[config.mk]
export PLATFORM = sky130hd
export DESIGN_NAME = negate_arbiter_flat
export DESIGN_NICKNAME = d
export VERILOG_FILES = /design/src/rtl/negate_arbiter_pkg.sv /design/src/rtl/negate_arbiter_if.sv /design/src/rtl/invert_16bit.sv /design/src/rtl/negate_arbiter.sv /design/src/flat_wrapper.sv
export SDC_FILE = /design/constraint.sdc
export NUM_CORES = 1
export LEC_CHECK = 0
export ABC_AREA = 1
export BUFFER_PORTS_ARGS = -buffer_cell sky130_fd_sc_hd__buf_4
export CORE_ASPECT_RATIO = 0.7
export CORE_MARGIN = 2
export CORE_UTILIZATION = 40
export DETAILED_ROUTE_END_ITERATION = 6
export MAX_ROUTING_LAYER = met4
export PLACE_DENSITY_LB_ADDON = 0.08
export SKIP_CTS_REPAIR_TIMING = 1
export SLEW_MARGIN = 10
export SYNTH_ARGS = -nofsm -noshare
export SYNTH_HDL_FRONTEND = slang
export SYNTH_HIERARCHICAL = 1
export SYNTH_SLANG_ARGS = --single-unit
[constraint.sdc]
create_clock -name clk -period 1.8 [get_ports clk]
set_input_delay 0.27 -clock clk [delete_from_list [all_inputs] [get_ports clk]]
set_output_delay 0.27 -clock clk [all_outputs]
set_load 0.1 [all_outputs]
[src/rtl/negate_arbiter_pkg.sv]
// Shared definitions for the two-requester negate arbiter: datapath width,
// FSM state encoding and requester id constants.
package negate_arbiter_pkg;

    localparam int WIDTH = 16;

    typedef enum logic [1:0] {
        IDLE = 2'd0,
        CALC = 2'd1,
        RESP = 2'd2
    } state_t;

    localparam logic REQ0 = 1'b0;
    localparam logic REQ1 = 1'b1;

endpackage

[src/rtl/negate_arbiter_if.sv]
// Request/response bundle between two requesters, the arbiter and one consumer.
// master = requester/consumer side, slave = arbiter side.
interface negate_arbiter_if import negate_arbiter_pkg::*; ();

    logic             req0_valid;
    logic [WIDTH-1:0] req0_a;
    logic             req0_ready;
    logic             req1_valid;
    logic [WIDTH-1:0] req1_a;
    logic             req1_ready;
    logic             rsp_valid;
    logic             rsp_ready;
    logic             rsp_id;
    logic [WIDTH-1:0] rsp_data;
    logic             rsp_ovf;

    modport master (
        output req0_valid, req0_a, req1_valid, req1_a, rsp_ready,
        input  req0_ready, req1_ready, rsp_valid, rsp_id, rsp_data, rsp_ovf
    );

    modport slave (
        input  req0_valid, req0_a, req1_valid, req1_a, rsp_ready,
        output req0_ready, req1_ready, rsp_valid, rsp_id, rsp_data, rsp_ovf
    );

endinterface

[src/rtl/invert_16bit.sv]
// Two's-complement negation of a 16-bit operand; flags the one value
// (0x8000) whose negation is not representable.
module invert_16bit (
    input  logic [15:0] A,
    output logic [15:0] invA,
    output logic        overflow
);

    assign invA     = ~A + 16'd1;
    assign overflow = (A == 16'h8000);

endmodule

[src/rtl/negate_arbiter.sv]
// Round-robin arbiter feeding one shared invert_16bit: IDLE grants a
// requester, CALC registers the result, RESP holds it until consumed.
module negate_arbiter #(
    parameter int WIDTH = 16
) (
    input logic            clk,
    input logic            rst_n,
    negate_arbiter_if.slave bus
);
    import negate_arbiter_pkg::*;

    state_t           state;
    logic             prio;
    logic             cur_id;
    logic [WIDTH-1:0] opnd;
    logic [WIDTH-1:0] inv;
    logic             ovf;
    logic             gnt0, gnt1;

    logic             rsp_valid_q;
    logic             rsp_id_q;
    logic [WIDTH-1:0] rsp_data_q;
    logic             rsp_ovf_q;

    // A lone valid requester wins outright; prio only breaks ties.
    assign gnt0 = rst_n && (state == IDLE) && bus.req0_valid &&
                  (!bus.req1_valid || prio == REQ0);
    assign gnt1 = rst_n && (state == IDLE) && bus.req1_valid &&
                  (!bus.req0_valid || prio == REQ1);

    assign bus.req0_ready = gnt0;
    assign bus.req1_ready = gnt1;
    assign bus.rsp_valid  = rsp_valid_q;
    assign bus.rsp_id     = rsp_id_q;
    assign bus.rsp_data   = rsp_data_q;
    assign bus.rsp_ovf    = rsp_ovf_q;

    invert_16bit u_inv (
        .A        (opnd),
        .invA     (inv),
        .overflow (ovf)
    );

    always_ff @(posedge clk or negedge rst_n) begin
        if (!rst_n) begin
            state       <= IDLE;
            prio        <= REQ0;
            cur_id      <= REQ0;
            opnd        <= '0;
            rsp_valid_q <= 1'b0;
            rsp_id_q    <= REQ0;
            rsp_data_q  <= '0;
            rsp_ovf_q   <= 1'b0;
        end else begin
            case (state)
                IDLE: begin
                    if (gnt0 || gnt1) begin
                        opnd   <= gnt1 ? bus.req1_a : bus.req0_a;
                        cur_id <= gnt1 ? REQ1 : REQ0;
                        prio   <= gnt1 ? REQ0 : REQ1;
                        state  <= CALC;
                    end
                end
                CALC: begin
                    rsp_data_q  <= inv;
                    rsp_ovf_q   <= ovf;
                    rsp_id_q    <= cur_id;
                    rsp_valid_q <= 1'b1;
                    state       <= RESP;
                end
                RESP: begin
                    if (bus.rsp_ready) begin
                        rsp_valid_q <= 1'b0;
                        state       <= IDLE;
                    end
                end
                default: state <= IDLE;
            endcase
        end
    end

endmodule

[src/flat_wrapper.sv]
// flat-port wrapper written by rule: the top's interface ports become plain ports
module negate_arbiter_flat import negate_arbiter_pkg::*;
#(
    parameter int WIDTH = 16
)
  (clk, rst_n, bus_req0_valid, bus_req0_a, bus_req1_valid, bus_req1_a, bus_rsp_ready, bus_req0_ready, bus_req1_ready, bus_rsp_valid, bus_rsp_id, bus_rsp_data, bus_rsp_ovf);
  negate_arbiter_if bus_i ();
  input logic clk;
  input logic rst_n;
  input wire logic [$bits(bus_i.req0_valid)-1:0] bus_req0_valid;
  input wire logic [$bits(bus_i.req0_a)-1:0] bus_req0_a;
  input wire logic [$bits(bus_i.req1_valid)-1:0] bus_req1_valid;
  input wire logic [$bits(bus_i.req1_a)-1:0] bus_req1_a;
  input wire logic [$bits(bus_i.rsp_ready)-1:0] bus_rsp_ready;
  output wire logic [$bits(bus_i.req0_ready)-1:0] bus_req0_ready;
  output wire logic [$bits(bus_i.req1_ready)-1:0] bus_req1_ready;
  output wire logic [$bits(bus_i.rsp_valid)-1:0] bus_rsp_valid;
  output wire logic [$bits(bus_i.rsp_id)-1:0] bus_rsp_id;
  output wire logic [$bits(bus_i.rsp_data)-1:0] bus_rsp_data;
  output wire logic [$bits(bus_i.rsp_ovf)-1:0] bus_rsp_ovf;
  assign bus_i.req0_valid = bus_req0_valid;
  assign bus_i.req0_a = bus_req0_a;
  assign bus_i.req1_valid = bus_req1_valid;
  assign bus_i.req1_a = bus_req1_a;
  assign bus_i.rsp_ready = bus_rsp_ready;
  assign bus_req0_ready = bus_i.req0_ready;
  assign bus_req1_ready = bus_i.req1_ready;
  assign bus_rsp_valid = bus_i.rsp_valid;
  assign bus_rsp_id = bus_i.rsp_id;
  assign bus_rsp_data = bus_i.rsp_data;
  assign bus_rsp_ovf = bus_i.rsp_ovf;
  negate_arbiter #(.WIDTH(WIDTH)) u_core (.clk(clk), .rst_n(rst_n), .bus(bus_i));
endmodule
Word-level counts from Yosys, hierarchy flattened. Cells that the tools add are included.

Flip-flop bits (word level): 39. Bits of input ports: 37. Output and inout bits: 21. Logic and storage cells: 39.

$add $sub $neg: 1. Eq/ne operators: 5. Multiplexer cells: 8. Bitwise gates (word level): 2. Reduce and logical (&&, ||, !) cells: 15.

Operators by type and width (number): 16-bit by 1-bit adder with 16-bit output, second input constant (1); 16-bit == test, second input constant (1); 16-bit 2-to-1 mux (1); 16-bit NOT (1); 2-bit one-hot mux with 3 select lines (1); 2-bit AND reduction (3); 1-bit logical AND (5); 2-bit 2-to-1 mux (2); 2-bit != test, second input constant (2); 1-bit logical OR (3); 1-bit 2-to-1 mux (3); 2-bit by 1-bit == test with 1-bit output, second input constant (1); 2-bit == test, second input constant (1); 1-bit zero test (2); 2-bit zero test (1); 1-bit one-hot mux with 2 select lines (1); 2-bit nonzero test (1); 1-bit NOT (1).

Longest topological paths before layout.
Depth after elaboration: 7. Gate-level depth with buffers: 9. Depth with buffers taken out: 9.

Hierarchy. The synthesis kept the hierarchy.

By module, submodules not included: negate_arbiter (times used 1, cells an instance 221, area an instance 1831.8 sq um, sequential area each 975.9 sq um); invert_16bit (times used 1, cells an instance 83, area an instance 411.6 sq um, sequential area each 0.0 sq um).

Worst setup path after synthesis. Ideal clock, no wire load.

Path type: flip-flop to output port. Start point: register u_core.state[0]. End point: output port bus_req1_ready. Data arrival time: 1.578 ns. Data required time: 1.530 ns. Slack: -0.048 ns. Cell stages (with the launch flop): 7. Buffers on the path: 1. Cells stage by stage: dfrtp_1 > clkinv_2 > nand2_2 > nor2_4 > nand2_4 > buf_2 > inv_1.

Cells in the longest elaborated chain, start to end: 4.

RTL lines: start: declaration (RTL line negate_arbiter.sv:12) `state_t state;`; start signal: assignment (RTL line negate_arbiter.sv:46) `state <= IDLE;`; start signal: assignment (RTL line negate_arbiter.sv:61) `state <= CALC;`; start signal: assignment (RTL line negate_arbiter.sv:69) `state <= RESP;`; 2-bit zero test (RTL line negate_arbiter.sv:28) `assign gnt1 = rst_n && (state == IDLE) && bus.req1_valid &&`; 1-bit logical AND (3 in series) (RTL line negate_arbiter.sv:28); end: declaration (RTL line flat_wrapper.sv:16) `output wire logic [$bits(bus_i.req1_ready)-1:0] bus_req1_ready;`.

Every way passes these cells.

Worst setup path after layout. Same ends and word-level chain as after synthesis.

==> flow_metrics.tcl <==
set metrics [dict create \
    start_util 0.422 \
    synth_top_area_frac 0.435 \
    root_buffer "clkbuf_8" \
    crit_end "bus_req1_ready" \
    rsz0062_at_grt "true" \
    power.share.clock 0.128 \
    p_sw_frac 0.549 \
    ios 58 \
    rows 22 \
    syn_inst 304 \
    gr-total-overflow 0 \
    min_path_type "in2async" \
    hpwl_mm 3.82 \
    reg2reg_to "u_core/bus.rsp_data[12]$_DFFE_PN0P_" \
    crit_path_max_fanout 19 \
    crit_path_end_kind "output pin" \
    antenna_cells 0 \
    cts-buffers-inserted 5 \
    clock_sinks 39 \
    cts_tree "built" \
    r2r_cells 9 \
    yosys_warnings 6 \
    p_comb_frac 0.590 \
    route.detailed.drc 0 \
    p_switching_mw 3.25 \
    status "finished clean" \
    cap_viol_max_count 0 \
    finalWeightedCongestion 0.862 \
    p_per_area_mw_per_mm2 2020 \
    synth_flop_cell "dfrtp_1" \
    core_area_mm2 0.00531 \
    track_usage 0.185 \
    dr.pass1.iters 4 \
    yosysMostFrequentCell "nand2_1" \
    ant_nets 0 \
    fmax_ghz 0.575 \
    vias 2029 \
    period_share 0.966 \
    async_flop_share 1.00 \
    viasPerCell 4.60 \
    tightest_slew_ps 553 \
    synth_edf_count 0 \
    setup_ws_ps 60.5 \
    reg2reg_from "u_core/opnd[0]$_DFFE_PN0P_" \
    hold_viol 0 \
    crit_arrival_ps 1470 \
    synthesis.area_mm2 0.00224 \
    path_class "reg2out" \
    dieArea_mm2 0.00623 \
    area_growth_pct 30.8 \
    p_int_mw 2.67 \
    synth_common_cells "nand2_1 (116), nand3_1 (41), dfrtp_1 (39)" \
    htreeDepth 2 \
    seqPwrFrac 0.282 \
    dp_slack_ps 290 \
    path_clk_slew_ps 80 \
    setup_viol 0 \
    die_h_um 66.7 \
    ys_ff_latch 39 \
    timing.slew.headroom 0.631 \
    avgSynthCellArea_um2 7.38 \
    io_buffers 57 \
    synth_cell_type_count 21 \
    cp-start-kind "flip-flop" \
    final.setup.tns_ps 0 \
    drive_above_1_share 0.257 \
    synth_area_leader_cell "dfrtp_1" \
    clockBufferDepth 2 \
    die_w_um 93.5 \
    rrSetupSlack_ps 340 \
    synthesis.nets 342 \
    grt_pass1_vias 1898 \
    fin_nets 406 \
    worst_ep_required_time_ps 1530 \
    leakagePower_nw 1.59 \
    report.final.slew_viol_count 0 \
    wl_per_cell_um 11.3 \
    worst_setup_path_startpoint "u_core/state[0]$_DFFE_PN0P_" \
    clock_latency_ps 300 \
    grt_first_pass_wirelength_mm 8.70 \
    antenna_found_initial 0 \
    routed_wl_mm 4.98 \
    grt_max_degree 40 \
    ys_seq_area_frac 0.435 \
    ir_worst_vdd_mv 0.610 \
    first_iter_violations 114 \
    finClkSkew_ps 12.5 \
    synth_area_leaders "dfrtp_1 (44%), nand2_1 (19%), nand3_1 (9.1%), inv_1 (5.7%), nand3b_1 (5.0%)" \
    fin_crit_ps 1740 \
]
-- flip-flops by register name (all words and copies together), names as in the netlist --
register and cells:
u_core/state 2, u_core/bus.rsp_ovf 1, u_core/bus.rsp_valid 1, u_core/opnd 16, u_core/bus.rsp_data 16, u_core/cur_id 1, u_core/prio 1, u_core/bus.rsp_id 1
-- routing by layer --
layer  vias to the layer above  part of all wire  GRT usage  wire length, µm
met5                         -                 0          -                0
met4                         0             0.018     0.0772               88
met3                         9             0.056     0.0305              279
met2                        64              0.39      0.254             1930
met1                       893              0.54      0.270             2680
li1                       1063                 -          -                -
-- cell usage in the layout (no fill, tap or decap), types with 4 or more instances in the layout --
| master | synthesis | layout |
|---|---|---|
| dfrtp_1 | 39 | 39 |
| inv_1 | 34 | 33 |
| o21ai_0 | 4 | 4 |
| nand2_2 | 4 | 4 |
| buf_4 | 1 | 66 |
| nand2_1 | 116 | 116 |
| nor2_1 | 15 | 15 |
| nor2_2 | 5 | 5 |
| xnor2_1 | 5 | 5 |
| nand3_1 | 41 | 41 |
| nand3b_1 | 15 | 15 |
| nor2_4 | 4 | 4 |
| clkbuf_8 | 0 | 6 |
-- cells by family after synthesis --
| logic type | share of synthesized area |
|---|---|
| AO/OA/AOI/OAI | 0.0206 |
| flip-flops | 0.435 |
| XOR/XNOR | 0.0273 |
| buffers and inverters | 0.0876 |
| AND/OR/NAND/NOR | 0.424 |
| adder cells (fa/ha/maj) | 0.00558 |
-- power groups by stage --
stage	combinational, mW	clock, mW	sequential (mW)
2_1_floorplan	1.36	0	3.04
3_3_place_gp	3.43	0	1.68
3_5_place_dp	3.44	0	1.69
4_1_cts	3.45	0.772	1.67
5_1_grt	3.78	0.820	1.74
6_report	3.49	0.756	1.67
-- how the worst min path moves through the flow --
stage,start,slack (ps),depth (start not counted),end
2_1_floorplan,rst_n,-30,0,u_core/bus.rsp_data[0]$_DFFE_PN0P_
5_1_grt,rst_n,100,2,u_core/state[1]$_DFFE_PN0P_
3_5_place_dp,rst_n,390,2,u_core/bus.rsp_data[2]$_DFFE_PN0P_
6_report,rst_n,40,2,u_core/bus.rsp_data[3]$_DFFE_PN0P_
3_3_place_gp,rst_n,380,2,u_core/bus.rsp_data[2]$_DFFE_PN0P_
4_1_cts,rst_n,60,2,u_core/bus.rsp_data[9]$_DFFE_PN0P_
-- stage by stage --
step                 util  hold WS (ps)  area, µm²  power (mW)  instances
floorplan               -         -25.6       2250        4.40        304
global placement    0.517           385       2750        5.11        428
detailed placement  0.517           387       2750        5.13        428
CTS                 0.539          60.7       2860        5.89        436
global route        0.553          98.2       2940        6.34        441
finish              0.553          36.6       2940        5.92        441
-- final cells by class --
class / instances / area (µm²)
Inverter: 35 / 136
Sequential cell: 39 / 976
Clock buffer: 6 / 82.6
Fill cell: 510 / 2380
Multi-Input combinational cell: 219 / 1080
Clock inverter: 2 / 35.0
Timing Repair Buffer: 68 / 536
Tap cell: 72 / 90.1
-- worst max-delay path: stages (launching register included) --
cell and delay (ps):
dfrtp_1 380, clkinv_2 70, nand2_2 60, nor2_4 220, nand2_8 140, clkinvlp_4 120
buf_12 170
Note: power is estimated with default switching activity, not from simulation.
